$ cat config.mk
export PLATFORM = sky130hd
export DESIGN_NAME = cvi_stream_rx
export DESIGN_NICKNAME = d
export VERILOG_FILES = /design/src/rtl/cvi_stream_rx.sv
export SDC_FILE = /design/constraint.sdc
export NUM_CORES = 1
export LEC_CHECK = 0
export BUFFER_PORTS_ARGS = -buffer_cell sky130_fd_sc_hd__buf_2
export CORE_AREA = 2 2 240 242
export CTS_CLUSTER_DIAMETER = 200
export DETAILED_ROUTE_END_ITERATION = 12
export DIE_AREA = 0 0 242 244
export PLACE_DENSITY = 0.57
export RECOVER_POWER = 50
export SKIP_LAST_GASP = 1
export SLEW_MARGIN = 10
export SYNTH_ARGS = -nofsm -noshare
export SYNTH_HDL_FRONTEND = slang
export SYNTH_SLANG_ARGS = --single-unit
$ cat constraint.sdc
create_clock -name clk -period 5.1 [get_ports clk]
set_clock_uncertainty 0.1 [all_clocks]
set_input_delay 0.51 -clock clk [delete_from_list [all_inputs] [get_ports clk]]
set_output_delay 0.51 -clock clk [all_outputs]
set_load 0.03 [all_outputs]
$ cat src/rtl/cvi_stream_rx.sv
// Clocked-video-input to Avalon-ST video receiver: captures one frame per V-sync edge,
// wraps it as {header, pixels..., eop} and buffers the beats in a show-ahead FIFO.
module cvi_stream_rx #(
  parameter int H_ACTIVE   = 640,
  parameter int V_ACTIVE   = 480,
  parameter int FIFO_DEPTH = 16
) (
  input  logic        clk,
  input  logic        reset,
  input  logic [23:0] vid_data,
  input  logic        vid_datavalid,
  input  logic        vid_v_sync,
  input  logic        vid_h_sync,
  output logic [23:0] dout_data,
  output logic        dout_valid,
  input  logic        dout_ready,
  output logic        dout_startofpacket,
  output logic        dout_endofpacket,
  input  logic        clear_status,
  output logic        status_overflow,
  output logic        status_short_frame,
  output logic [2:0]  dbg_state,
  output logic [15:0] dbg_line_count
);

  localparam int AW = $clog2(FIFO_DEPTH);
  localparam int CW = (H_ACTIVE > 1) ? $clog2(H_ACTIVE) : 1;
  localparam int RW = (V_ACTIVE > 1) ? $clog2(V_ACTIVE) : 1;
  localparam logic [CW-1:0] COL_LAST = CW'(H_ACTIVE - 1);
  localparam logic [RW-1:0] ROW_LAST = RW'(V_ACTIVE - 1);
  localparam logic [AW:0]   PTR_ONE  = (AW + 1)'(1);

  typedef enum logic [2:0] {
    S_IDLE   = 3'd0,
    S_HDR    = 3'd1,
    S_ACTIVE = 3'd2,
    S_CLOSE  = 3'd3,
    S_DONE   = 3'd4
  } state_t;

  // Input capture stage
  logic [23:0] pix_data_q, pix_data_d;
  logic        pix_valid_q, pix_valid_d;
  logic        vs_q, vs_d, vs_prev_q, vs_prev_d;
  logic        hs_q, hs_d, hs_prev_q, hs_prev_d;

  state_t          state_q, state_d;
  logic [CW-1:0]   col_q, col_d;
  logic [RW-1:0]   row_q, row_d;
  logic [AW:0]     wr_ptr_q, wr_ptr_d, rd_ptr_q, rd_ptr_d;
  logic            ovf_q, ovf_d, short_q, short_d;
  logic [15:0]     line_cnt_q, line_cnt_d;
  logic [25:0]     mem_q [FIFO_DEPTH];

  logic        vs_edge, hs_edge, last_pix;
  logic        fifo_full, fifo_empty, push, pop;
  logic [25:0] push_data, head;
  logic        ovf_set, short_set;

  assign vs_edge    = vs_q & ~vs_prev_q;
  assign hs_edge    = hs_q & ~hs_prev_q;
  assign last_pix   = (col_q == COL_LAST) && (row_q == ROW_LAST);
  assign fifo_empty = (wr_ptr_q == rd_ptr_q);
  assign fifo_full  = (wr_ptr_q[AW] != rd_ptr_q[AW]) &&
                      (wr_ptr_q[AW-1:0] == rd_ptr_q[AW-1:0]);
  assign pop        = ~fifo_empty & dout_ready;
  assign head       = mem_q[rd_ptr_q[AW-1:0]];

  always_comb begin
    pix_data_d  = vid_data;
    pix_valid_d = vid_datavalid;
    vs_d        = vid_v_sync;
    vs_prev_d   = vs_q;
    hs_d        = vid_h_sync;
    hs_prev_d   = hs_q;
  end

  // Capture FSM; only one FIFO write per cycle, so a pixel racing the header is dropped.
  always_comb begin
    state_d   = state_q;
    col_d     = col_q;
    row_d     = row_q;
    push      = 1'b0;
    push_data = 26'd0;
    ovf_set   = 1'b0;
    short_set = 1'b0;
    case (state_q)
      S_IDLE: begin
        if (vs_edge) state_d = S_HDR;
      end
      S_HDR: begin
        if (!fifo_full) begin
          push      = 1'b1;
          push_data = {1'b1, 1'b0, 24'h000000};
          state_d   = S_ACTIVE;
        end else if (pix_valid_q) begin
          ovf_set = 1'b1;
          state_d = S_CLOSE;
        end
      end
      S_ACTIVE: begin
        if (vs_edge) begin
          short_set = 1'b1;
          state_d   = S_CLOSE;
        end else if (pix_valid_q) begin
          if (fifo_full) begin
            ovf_set = 1'b1;
            state_d = S_CLOSE;
          end else begin
            push      = 1'b1;
            push_data = {1'b0, last_pix, pix_data_q};
            if (last_pix) begin
              state_d = S_DONE;
            end else if (col_q == COL_LAST) begin
              col_d = '0;
              row_d = row_q + 1'b1;
            end else begin
              col_d = col_q + 1'b1;
            end
          end
        end
      end
      S_CLOSE: begin
        if (!fifo_full) begin
          push      = 1'b1;
          push_data = {1'b0, 1'b1, 24'h000000};
          state_d   = S_IDLE;
        end
      end
      S_DONE: begin
        if (vs_edge) state_d = S_HDR;
      end
      default: state_d = S_IDLE;
    endcase
    if (state_d == S_HDR && state_q != S_HDR) begin
      col_d = '0;
      row_d = '0;
    end
  end

  // Full is judged before the pop, so the FSM never pushes into a full FIFO.
  always_comb begin
    wr_ptr_d   = push ? (wr_ptr_q + PTR_ONE) : wr_ptr_q;
    rd_ptr_d   = pop  ? (rd_ptr_q + PTR_ONE) : rd_ptr_q;
    ovf_d      = ovf_set   | (ovf_q   & ~clear_status);
    short_d    = short_set | (short_q & ~clear_status);
    line_cnt_d = vs_edge ? 16'd0 : (hs_edge ? line_cnt_q + 16'd1 : line_cnt_q);
  end

  always_ff @(posedge clk or posedge reset) begin
    if (reset) begin
      pix_data_q  <= '0;
      pix_valid_q <= 1'b0;
      vs_q        <= 1'b0;
      vs_prev_q   <= 1'b0;
      hs_q        <= 1'b0;
      hs_prev_q   <= 1'b0;
      state_q     <= S_IDLE;
      col_q       <= '0;
      row_q       <= '0;
      wr_ptr_q    <= '0;
      rd_ptr_q    <= '0;
      ovf_q       <= 1'b0;
      short_q     <= 1'b0;
      line_cnt_q  <= '0;
    end else begin
      pix_data_q  <= pix_data_d;
      pix_valid_q <= pix_valid_d;
      vs_q        <= vs_d;
      vs_prev_q   <= vs_prev_d;
      hs_q        <= hs_d;
      hs_prev_q   <= hs_prev_d;
      state_q     <= state_d;
      col_q       <= col_d;
      row_q       <= row_d;
      wr_ptr_q    <= wr_ptr_d;
      rd_ptr_q    <= rd_ptr_d;
      ovf_q       <= ovf_d;
      short_q     <= short_d;
      line_cnt_q  <= line_cnt_d;
    end
  end

  always_ff @(posedge clk) begin
    if (push) mem_q[wr_ptr_q[AW-1:0]] <= push_data;
  end

  // Outputs are forced to zero when empty so stale storage never shows on the bus.
  always_comb begin
    dout_valid         = ~fifo_empty;
    dout_startofpacket = fifo_empty ? 1'b0  : head[25];
    dout_endofpacket   = fifo_empty ? 1'b0  : head[24];
    dout_data          = fifo_empty ? 24'd0 : head[23:0];
    status_overflow    = ovf_q;
    status_short_frame = short_q;
    dbg_state          = state_q;
    dbg_line_count     = line_cnt_q;
  end

endmodule

# --- Word level (Yosys, flattened, before mapping) ---
# Memories as Yosys holds them, arrays and structs flattened.
# Index checks and enable logic that the tools add are counted.
totals:
  in_bits: 31
  output_inout_bits: 48
  ram_bits: 416
  memories: 1
  wordCells: 105
  regBits: 79
memory_table:
  columns: ["name", "depth", "width", "rd", "rd_ports_with_merged_regs", "wr", "line_no", "source"]
  rows:
  - ["mem_q", 16, 26, 1, 0, 1, "53", "logic [25:0] mem_q [FIFO_DEPTH];"]
op_classes:
  add_sub_neg: 5
  n_reduce_logical: 12
  n_bitwise: 11
  n_eq_ne: 14
  mux: 48
op_table:
  columns: ["cell", "count"]
  rows:
  - ["25-bit two-way mux", 4]
  - ["26-bit case mux with 3 select lines", 1]
  - ["10-bit two-way mux", 7]
  - ["9-bit two-way mux", 7]
  - ["16-bit two-way mux", 2]
  - ["26-bit two-way mux", 1]
  - ["24-bit two-way mux", 1]
  - ["3-bit two-way mux", 8]
  - ["16-bit by 1-bit adder with 16-bit output (second input constant)", 1]
  - ["1-bit two-way mux", 14]
  - ["3-bit case mux with 4 select lines", 1]
  - ["10-bit by 1-bit adder with 10-bit output (second input constant)", 1]
  - ["5-bit by 1-bit adder with 5-bit output (second input constant)", 2]
  - ["10-bit == test (second input constant)", 1]
  - ["9-bit by 1-bit adder with 9-bit output (second input constant)", 1]
  - ["9-bit == test (second input constant)", 1]
  - ["2-bit nonzero test", 4]
  - ["3-bit by 1-bit == test with 1-bit output (second input constant)", 2]
  - ["3-bit by 2-bit == test with 1-bit output (second input constant)", 2]
  - ["2-bit by 1-bit inequality test with 1-bit output (second input constant)", 3]
  - ["6-bit AND reduction", 1]
  - ["1-bit bitwise AND", 5]
  - ["5-bit == test", 1]
  - ["5-bit AND reduction", 1]
  - ["other kinds (10)", 18]

# --- Longest topological paths before layout ---
# Gate-level depths: netlist of the first run.
depth:
  depth_word: 11
  mapped_depth: 9
  mapped_depth_nobuf: 6

# --- Worst setup path after synthesis of the first run ---
# Ideal clock, no wire load.
synth_path:
  path_kind: "register -> register"
  from: "reg state_q[2], in the netlist dbg_state[2]"
  to: "mem mem_q[3][0], enable pin"
  setup_ns: 0.442
  required_ns: 4.558
  stages_incl_launch_ff: 7
  t_arrival_ns: 3.395
  n_path_buf: 1
  slack_ns: 1.164
  path_cell_list: "dfrtp_1 nand2b_1 nor4b_4 a2bb2oi_1 buf_2 nand2_1 nor3_1"
synth_via:
  elab_chain_cells: 5
  elab_cells_between_ends: 7
synth_rtl:
  columns: ["element", "line_no", "source"]
  rows:
  - ["from (decl)", "47", "state_t state_q, state_d;"]
  - ["from (signal assigned)", "173", "state_q <= state_d;"]
  - ["3-bit by 2-bit == test with 1-bit output or 3-bit by 1-bit == test with 1-bit output (tied branches)", "87", "case (state_q)"]
  - ["2-bit OR reduction (no line)", null, null]
  - ["1-bit case mux with 2 select lines (*)", "87", null]
  - ["1-bit two-way mux (*)", "185", "if (push) mem_q[wr_ptr_q[AW-1:0]] <= push_data;"]
  - ["1-bit two-way mux (not written as such) (*)", "185", null]
  - ["to (decl)", "53", null]
# Mark *: on every way between the ends. The rest lies on a longest branch, timed or not.

# --- Worst setup path after layout of the first run ---
layout_path:
  from: "reg rd_ptr_q[1]"
  to: "out dout_data[23]"
layout_via:
  elab_chain_cells: 2
  elab_cells_between_ends: 3
layout_rtl:
  columns: ["element", "line_no", "source"]
  rows:
  - ["from (decl)", "50", "logic [AW:0] wr_ptr_q, wr_ptr_d, rd_ptr_q, rd_ptr_d;"]
  - ["from (signal assigned)", "177", "rd_ptr_q <= rd_ptr_d;"]
  - ["memory read 16 x 26 bit or 5-bit == test (tied branches)", null, null]
  - ["24-bit two-way mux (*)", "193", "dout_data = fifo_empty ? 24'd0 : head[23:0];"]
  - ["to (decl)", "14", "output logic [23:0] dout_data,"]
# Marked as above.

==> results of run 1 <==
-- synth_stat cells, types with 2 or more instances --
cell type	number	area [sq um]
edfxtp_1	416	12500
mux4_2	130	2930
dfrtp_1	79	1980
and2_1	53	332
nor2_1	31	116
clkbuf_1	24	90.1
nand2_1	22	82.6
and3_1	20	125
a21oi_1	17	85.1
buf_2	16	80.1
xor2_1	15	131
nand3_1	14	70.1
xnor2_1	14	123
nand4_1	10	62.6
o31ai_1	9	67.6
ha_1	8	100
or3_1	8	50.1
inv_1	7	26.3
o21ai_1	7	35.0
or4_1	7	52.6
nor2b_1	6	37.5
nor3_1	6	30.0
o21ai_0	5	25.0
and4_1	4	35.0
buf_12	3	60.1
mux2i_1	3	30.0
a32o_1	2	20.0
nand2b_1	2	12.5
-- worst max path at each step --
stage / start / endpoint / slack (ps) / cells past startpoint
after global placement: rd_ptr_q[1] / mem_q[2][12] / 1370 / 4
after detailed placement: rd_ptr_q[1] / mem_q[0][9] / 1290 / 4
after CTS: rd_ptr_q[1] / dout_data[1] / 1000 / 5
after floorplan: dbg_state[2] / mem_q[3][0] / 1160 / 6
final: rd_ptr_q[1] / dout_data[23] / 1090 / 5
after global routing: rd_ptr_q[1] / dout_data[0] / 960 / 5
-- where the power goes --
group	internal, mW	switching, mW	leakage (nW)	total, mW
clock	2.18	1.57	0.830	3.74
combinational	1.62	2.16	1.92	3.78
sequential	4.87	0.249	4.85	5.12
total	8.67	3.98	7.60	12.6
-- routing by layer --
| layer | vias up | routed length (um) | global-route usage (%) |
|---|---|---|---|
| met5 | - | 0 | 0 |
| li1 | 4146 | - | - |
| met3 | 64 | 1690 | 2.83 |
| met1 | 4924 | 19100 | 19.9 |
| met2 | 181 | 19800 | 23.3 |
| met4 | 0 | 849 | 3.69 |
-- kinds of logic (layout without fill, tap and decap cells) --
family	after synthesis	after routing
AOI/OAI and AO/OA	50	50
xor gates and xnor gates	30	30
adders and majority gates	8	8
buffers and inverters	54	224
DFF	495	495
muxes	134	134
and+or+nand+nor	188	188
-- sequential cells by signal, summed over array words and instances (netlist names) --
signal,cells
wr_ptr_q,5
dbg_line_count,16
row_q,9
status_overflow,1
pix_valid_q,1
pix_data_q,24
rd_ptr_q,5
hs_prev_q,1
vs_prev_d,1
dbg_state,3
vs_prev_q,1
mem_q,416
status_short_frame,1
col_q,10
hs_prev_d,1
-- stage by stage --
stage / setup slack, ps / std cells / hold slack, ps
floorplan: 1160 / 959 / 267
CTS: 996 / 1885 / 106
finish: 1090 / 1885 / 145
global route: 960 / 1885 / 133
global placement: 1370 / 1758 / 278
detailed placement: 1290 / 1758 / 289
-- worst reg2reg max path: cells and delay by family (launching register included) --
kind,cells,cell delay [ps]
AOI/OAI and AO/OA,1,870
xor gates and xnor gates,1,190
DFF,1,980
and+or+nand+nor,2,1290
-- timing repair --
| action | CTS | global route |
|---|---|---|
| hold buffers | 29 | 0 |
| endpoints found under the hold margin | 71 | 0 |
| setup buffers | 0 | 0 |
-- cell type report --
cell class	count	area share [%]
multi-input cells	410	21.0
well taps	756	4.18
repair buffers	119	3.31
inverters	7	0.122
flip-flops and latches	495	63.9
clock buffers	65	6.28
clock inverters	33	1.19
==> impl_metrics.yaml, run 1 <==
hold_path:
  holdPathStages: 3
  min_to: "rd_ptr_q[3]"
  hold_class: "input pin to flop"
  hp-start: "dout_ready"
worst_setup_path:
  worstPathBufferInverterCount: 2
  r2r-start: "rd_ptr_q[1]"
  ff2ff_setup_slack_ps: 1250
  required_ps: 4490
  cp_top_family: "flip-flops"
  crit_path_start_kind: "flop"
  cpMaxStageDelayCell: "dfrtp_4"
  worst_path_largest_cell_delay_ps: 980
  timing.rr.end: "mem_q[0][19]"
  path_cells: "buf_4 -> mux4_2 -> mux4_2 -> and2_1 -> buf_2"
  reg2reg_depth: 4
  crit_arrival_ps: 3400
  crit_path_end_kind: "primary output"
  crit_fanout: 53
  path_common_cell: "mux4_2"
  crit_type: "flop to primary output"
clock_network:
  numCtsBuffers: 52
  clk_path_buf_depth: 3
  path_clk_slew_ps: 60
  cts_root_buffer: "clkbuf_16"
  clk_latency_ps: 600
  cts_tree: "done"
  htreeDepth: 2
  clock_sinks: 495
  cts-resized-gates: 0
yosys:
  synth_seq_cells: 495
  synth_ff_type: "edfxtp_1"
  synth_top_family_by_area: "multiplexers"
  synthesis.nets: 998
  synthCells: 959
  synth_cell_types: 49
  synth-xor-area-share_pct: 1.39
  avgSynthCellArea_sq_um: 20.3
  synth-simple-area-share_pct: 5.46
  seq_area_frac_synth_pct: 74.2
  synth_edf_count: 416
  synth_compound_area_share_pct: 1.68
  yosys-mux-area-fraction_pct: 15.2
  synth_adder_area_share_pct: 0.513
  netlist_area_sq_mm: 0.0195
  synthArstFlopShare_pct: 16.0
  ys.warnings.count: 0
place:
  placedInstanceArea_sq_mm: 0.0207
  hpwl_um: 22100
  gp_congestion: 0.742
  port_buffers: 78
routing:
  viasPerCell: 4.94
  drc_errors: 0
  ant_nets: 0
  drt-pass1-iter-count: 5
  drt_iter0_markers: 766
  wire_per_inst_um: 22.0
  vias: 9315
  routed_wl_um: 41400
die:
  dieArea_sq_mm: 0.0590
  core_area_sq_mm: 0.0562
  start_util_pct: 34.7
  io_pins: 79
  die_x_um: 242
  fp.dieH_um: 244
  rows: 87
global_route:
  grt_pass1_vias: 10232
  grt.overflow.total: 0
  grt_max_degree: 108
  grt_pass1_wl_um: 63800
  antenna_found_initial: 0
  grtUsageTotal_pct: 14.4
status:
  violations: "capacitance limit, slew limit"
  status: "complete, but fails checks"
timing:
  tns_ps: 0
  rsz0062_at_grt: "no"
  report.final.slew_viol_count: 44
  slew_headroom_pct: -46.1
  hold_viol_final: 0
  layout_min_cycle_time_ps: 4010
  max_freq_mhz: 249
  worstMarginPinSlew_ps: 2180
  fin_crit_sh_pct: 78.7
  finalSetupViolCount: 0
finish:
  multi_input_area_sq_mm: 0.00476
  ff_latch_area_sq_mm: 0.0145
  fin_nets: 1124
  postLayoutCoreUtil_pct: 40.3
  areaGrowthSynthToFinish_pct: 16.2
  final_cell_mix: "416 x edfxtp_1, 130 x mux4_2, 75 x dfrtp_1"
  final_common_cell: "edfxtp_1"
  diodes: 0
  num-fill-cells: 5085
  layout-drive-gt1-share_pct: 26.6
  final_area_sq_mm: 0.0227
pwr:
  max-vdd-ir-drop_uv: 491
  p_leak_nw: 7.60
  power.density_mw_per_mm2: 558
  finalPower_mw: 12.6
run:
  cap_violations: 1
(Power assumes the default switching activity.)
==> run 2: changes to the inputs <==
--- a/config.mk
+++ b/config.mk
@@ -10,7 +10,7 @@
 export CTS_CLUSTER_DIAMETER = 200
 export DETAILED_ROUTE_END_ITERATION = 12
 export DIE_AREA = 0 0 242 244
-export PLACE_DENSITY = 0.57
+export PLACE_DENSITY = 0.58
 export RECOVER_POWER = 50
 export SKIP_LAST_GASP = 1
 export SLEW_MARGIN = 10
==> constraint.sdc (replaced) <==
create_clock -name clk -period 3.6 [get_ports clk]
set_clock_uncertainty 0.1 [all_clocks]
set_input_delay 0.36 -clock clk [delete_from_list [all_inputs] [get_ports clk]]
set_output_delay 0.36 -clock clk [all_outputs]
set_load 0.03 [all_outputs]
==> impl_metrics.yaml, run 2 (synthesis gave the netlist of run 1 again) <==
status:
  status: "complete, but fails checks"
  violations: "capacitance limit, slew limit"
finish:
  final_common_cell: "edfxtp_1"
  diodes: 0
  areaGrowthSynthToFinish_pct: 18.3
  largest_reg_flops: 416
  stdcell_count: 1917
  final_cell_mix: "416 x edfxtp_1, 130 x mux4_2, 75 x dfrtp_1"
  postLayoutCoreUtil_pct: 41.0
  layout-drive-gt1-share_pct: 27.7
  fin_nets: 1159
clock_network:
  clk_latency_ps: 600
  cts_root_buffer: "clkbuf_16"
  path_clk_slew_ps: 60
  cts_setup_buffers: 0
  clk_path_buf_depth: 3
  cts_tree: "done"
  htreeDepth: 2
  clock_sinks: 495
  numCtsBuffers: 52
worst_setup_path:
  crit_path_start_kind: "flop"
  crit_path_end_kind: "primary output"
  reg2reg_depth: 5
  required_ps: 3140
  r2r-start: "dbg_state[1]"
  ff2ff_setup_slack_ps: 260
  timing.rr.end: "mem_q[11][13]"
  crit_type: "flop to primary output"
  crit_fanout: 40
  crit_arrival_ps: 2980
pwr:
  swShare_pct: 31.3
  p_sw_mw: 5.70
  max-vdd-ir-drop_uv: 481
  power_frac_seq_pct: 39.6
  clkPwrFrac_pct: 29.5
  p_leak_nw: 7.82
  power.density_mw_per_mm2: 790
  finalPower_mw: 18.2
  pwr-share-comb_pct: 30.8
  p_int_mw: 12.5
routing:
  wire_per_inst_um: 23.0
  routed_wl_um: 44000
  drt-pass1-iter-count: 5
  ant_nets: 0
  vias: 9756
  viasPerCell: 5.09
  drc_errors: 0
  drt_iter0_markers: 914
timing:
  finalSetupViolCount: 0
  report.final.slew_viol_count: 68
  max_freq_mhz: 291
  fin_crit_sh_pct: 95.5
  worstMarginPinSlew_ps: 1520
  slew_headroom_pct: -1.49
  rsz0062_at_grt: "yes"
  layout_min_cycle_time_ps: 3440
  fin_ws_ps: 161
  hold_viol_final: 0
  tns_ps: 0
place:
  port_buffers: 78
  place_inst: 1792
  post-place-ws_ps: 718
  gp_congestion: 0.718
  hpwl_um: 25100
die:
  dieArea_sq_mm: 0.0590
  core_area_sq_mm: 0.0562
  start_util_pct: 34.7
  rows: 87
  fp.dieH_um: 244
  die_x_um: 242
  io_pins: 79
global_route:
  antenna_found_initial: 1
  grt_max_degree: 68
  grt_pass1_vias: 10052
  grt.overflow.total: 0
  grtUsageTotal_pct: 15.1
  grt_pass1_wl_um: 66000
run:
  cap_violations: 1
hold_path:
  hold_class: "flop to flop"
  hp-start: "hs_prev_d"
  holdPathStages: 0
  min_to: "hs_prev_q"
## run 2: changes by cell type in the layout (fill, tap and decap cells not counted), sizes merged
cell         before  now
buf              65   89
clkinv           26   16
bufinv            4    6
clkinvlp          4    1
clkbuf           90  102
inv               6   12
dlygate4sd3      29   30
## run 2: worst max-delay path by stage
stage / startpoint / end / slack, ps / cells past startpoint
floorplan: dbg_state[2] / mem_q[3][0] / 460 / 6
finish: rd_ptr_q[0] / dout_data[12] / 160 / 5
global placement: rd_ptr_q[0] / dout_data[17] / 720 / 5
detailed placement: rd_ptr_q[0] / dout_data[17] / 720 / 5
global route: rd_ptr_q[0] / dout_data[17] / -1 / 5
CTS: rd_ptr_q[0] / dout_data[17] / 50 / 5
## run 2: power by group through the flow
stage               sequential (mW)  combinational (mW)  clock (mW)
finish                         7.22                5.61        5.38
global route                   7.27                6.04        5.72
CTS                            7.22                5.81        5.52
detailed placement             7.33                5.76           0
global placement               7.32                5.73           0
floorplan                      7.16                4.17           0
## run 2: critical path, stage by stage, from the launching register on
cell,delay (ps)
dfrtp_4,610
buf_16,330
mux4_2,560
mux4_2,490
and2_1,180
buf_2,170
## run 2: per-stage QoR
stage	hold WS, ps	cell area [sq um]
final	289	23100
after global placement	274	21100
after CTS	257	23100
after global routing	281	23100
after floorplan	267	19500
after detailed placement	281	21100
## run 2: cell type report
class                           instances  area, sq um
Clock buffer                           67         1380
Clock inverter                         28          325
Fill cell                            5056        33100
Inverter                                7         26.3
Multi-Input combinational cell        410         4740
Sequential cell                       495        14500
Tap cell                              756          946
Timing Repair Buffer                  154         1170
## run 2: layer usage
layer | routed length (um) | part of all wire, % | global-route usage (%) | vias to the layer above
li1 | - | - | - | 4219
met1 | 19500 | 44 | 21.1 | 5214
met2 | 21500 | 49 | 24.7 | 260
met3 | 2240 | 5.1 | 2.54 | 63
met4 | 770 | 1.7 | 3.59 | 0
met5 | 0 | 0 | 0 | -
## run 2: repair_timing
item	in CTS	in global routing
hold buffers	30	0
endpoints found under the hold margin	97	0
gates resized for setup	0	1
endpoints found under the setup margin	0	3
==> run 3: changes to the inputs <==
--- a/config.mk
+++ b/config.mk
@@ -12,6 +12,7 @@
 export DIE_AREA = 0 0 242 244
 export PLACE_DENSITY = 0.58
 export RECOVER_POWER = 50
+export SETUP_SLACK_MARGIN = 0.2
 export SKIP_LAST_GASP = 1
 export SLEW_MARGIN = 10
 export SYNTH_ARGS = -nofsm -noshare
==> impl_metrics.yaml, run 3 (synthesis gave the netlist of run 1 again) <==
place:
  port_buffers: 78
  place_inst: 1792
  gp_congestion: 0.718
  hpwl_um: 25100
  placedInstanceArea_sq_mm: 0.0211
timing:
  max_freq_mhz: 299
  hold_viol_final: 0
  finalSetupViolCount: 0
  slew_headroom_pct: -2.67
  tns_ps: 0
  fin_crit_sh_pct: 92.8
  fin_hold_ws_ps: 289
  rsz0062_at_grt: "yes"
  worstMarginPinSlew_ps: 1540
  layout_min_cycle_time_ps: 3340
  report.final.slew_viol_count: 68
pwr:
  p_leak_nw: 7.89
  max-vdd-ir-drop_uv: 452
  power.density_mw_per_mm2: 795
  finalPower_mw: 18.5
finish:
  ff_latch_area_sq_mm: 0.0145
  largest_reg_flops: 416
  diodes: 0
  fin_nets: 1170
  layout-drive-gt1-share_pct: 28.2
  final_area_sq_mm: 0.0232
  final_cell_mix: "416 x edfxtp_1, 130 x mux4_2, 75 x dfrtp_1"
  areaGrowthSynthToFinish_pct: 19.2
  num-fill-cells: 5045
  stdcell_count: 1928
  multi_input_area_sq_mm: 0.00475
  final_common_cell: "edfxtp_1"
hold_path:
  hold_class: "flop to flop"
  min_to: "hs_prev_q"
  hp-start: "hs_prev_d"
  holdPathStages: 0
clock_network:
  clk_path_buf_depth: 3
  cts_tree: "done"
  numCtsBuffers: 52
  cts_root_buffer: "clkbuf_16"
  htreeDepth: 2
  clock_sinks: 495
  clk_latency_ps: 600
  path_clk_slew_ps: 60
routing:
  routed_wl_um: 44700
  wire_per_inst_um: 23.2
  drt-pass1-iter-count: 5
  ant_nets: 0
  drt_iter0_markers: 871
  drc_errors: 0
  vias: 9830
  viasPerCell: 5.10
worst_setup_path:
  ff2ff_setup_slack_ps: 350
  timing.rr.end: "mem_q[7][12]"
  crit_fanout: 12
  r2r-start: "dbg_state[1]"
  reg2reg_depth: 5
  crit_path_end_kind: "primary output"
  crit_type: "flop to primary output"
  crit_path_start_kind: "flop"
  crit_arrival_ps: 2880
  required_ps: 3140
die:
  io_pins: 79
  fp.dieH_um: 244
  start_util_pct: 34.7
  dieArea_sq_mm: 0.0590
  rows: 87
  core_area_sq_mm: 0.0562
  die_x_um: 242
run:
  cap_violations: 1
global_route:
  grt_max_degree: 68
  grt.overflow.total: 0
  antenna_found_initial: 1
  grt_pass1_vias: 10102
  grt_pass1_wl_um: 66700
  grtUsageTotal_pct: 15.3
status:
  status: "complete, but fails checks"
  violations: "capacitance limit, slew limit"
==> run 3: cell types whose count changed in the layout (fill, tap and decap cells not counted), sizes merged <==
cell | before | now
clkbuf | 102 | 107
buf | 89 | 95
==> run 3: area by class of cell <==
| class | instances | area share (%) |
|---|---|---|
| clock inverters | 28 | 1.40 |
| clock buffers | 67 | 5.93 |
| multi-input cells | 410 | 20.5 |
| repair buffers | 165 | 5.71 |
| flip-flops and latches | 495 | 62.3 |
| well taps | 756 | 4.07 |
| inverters | 7 | 0.113 |
==> run 3: routing by layer <==
| metal | share of wire [%] | track usage (%) |
|---|---|---|
| met4 | 1.7 | 3.59 |
| met2 | 49 | 25.0 |
| met3 | 4.8 | 2.54 |
| met5 | 0 | 0 |
| met1 | 45 | 21.4 |
==> run 3: timing repair <==
action / in CTS / in global routing
hold endpoints to repair: 97 / 0
hold buffers: 30 / 0
setup endpoints to repair: 24 / 15
buffers inserted: 8 / 0
resized for setup: 3 / 3
cloned: 2 / 1
==> run 3: per-stage QoR <==
step / worst slack, ps / util, %
after CTS: 172 / 41.5
after detailed placement: 718 / 37.6
after global placement: 722 / 37.6
after floorplan: 459 / -
after global routing: 102 / 41.4
final: 260 / 41.4
==> run 3: how the worst max path moves through the flow <==
stage | startpoint | end | slack, ps | depth (start not counted)
2_1_floorplan | dbg_state[2] | mem_q[3][0] | 460 | 6
3_3_place_gp | rd_ptr_q[0] | dout_data[17] | 720 | 5
3_5_place_dp | rd_ptr_q[0] | dout_data[17] | 720 | 5
4_1_cts | rd_ptr_q[0] | dout_data[22] | 170 | 6
5_1_grt | dbg_state[1] | mem_q[4][12] | 100 | 5
6_report | rd_ptr_q[0] | dout_data[18] | 260 | 6
==> run 3: where the power goes <==
group	switching, mW	total (mW)	internal (mW)	leakage, nW
logic	3.29	5.93	2.64	2.22
clock network	2.24	5.38	3.15	0.826
registers	0.263	7.16	6.90	4.85
==> run 3: critical path, cell delays in order, from the launching register on <==
cell and delay, ps:
dfrtp_4 430, clkbuf_1 160, buf_4 290, mux4_2 540, mux4_2 470, and2_1 200, buf_2 180
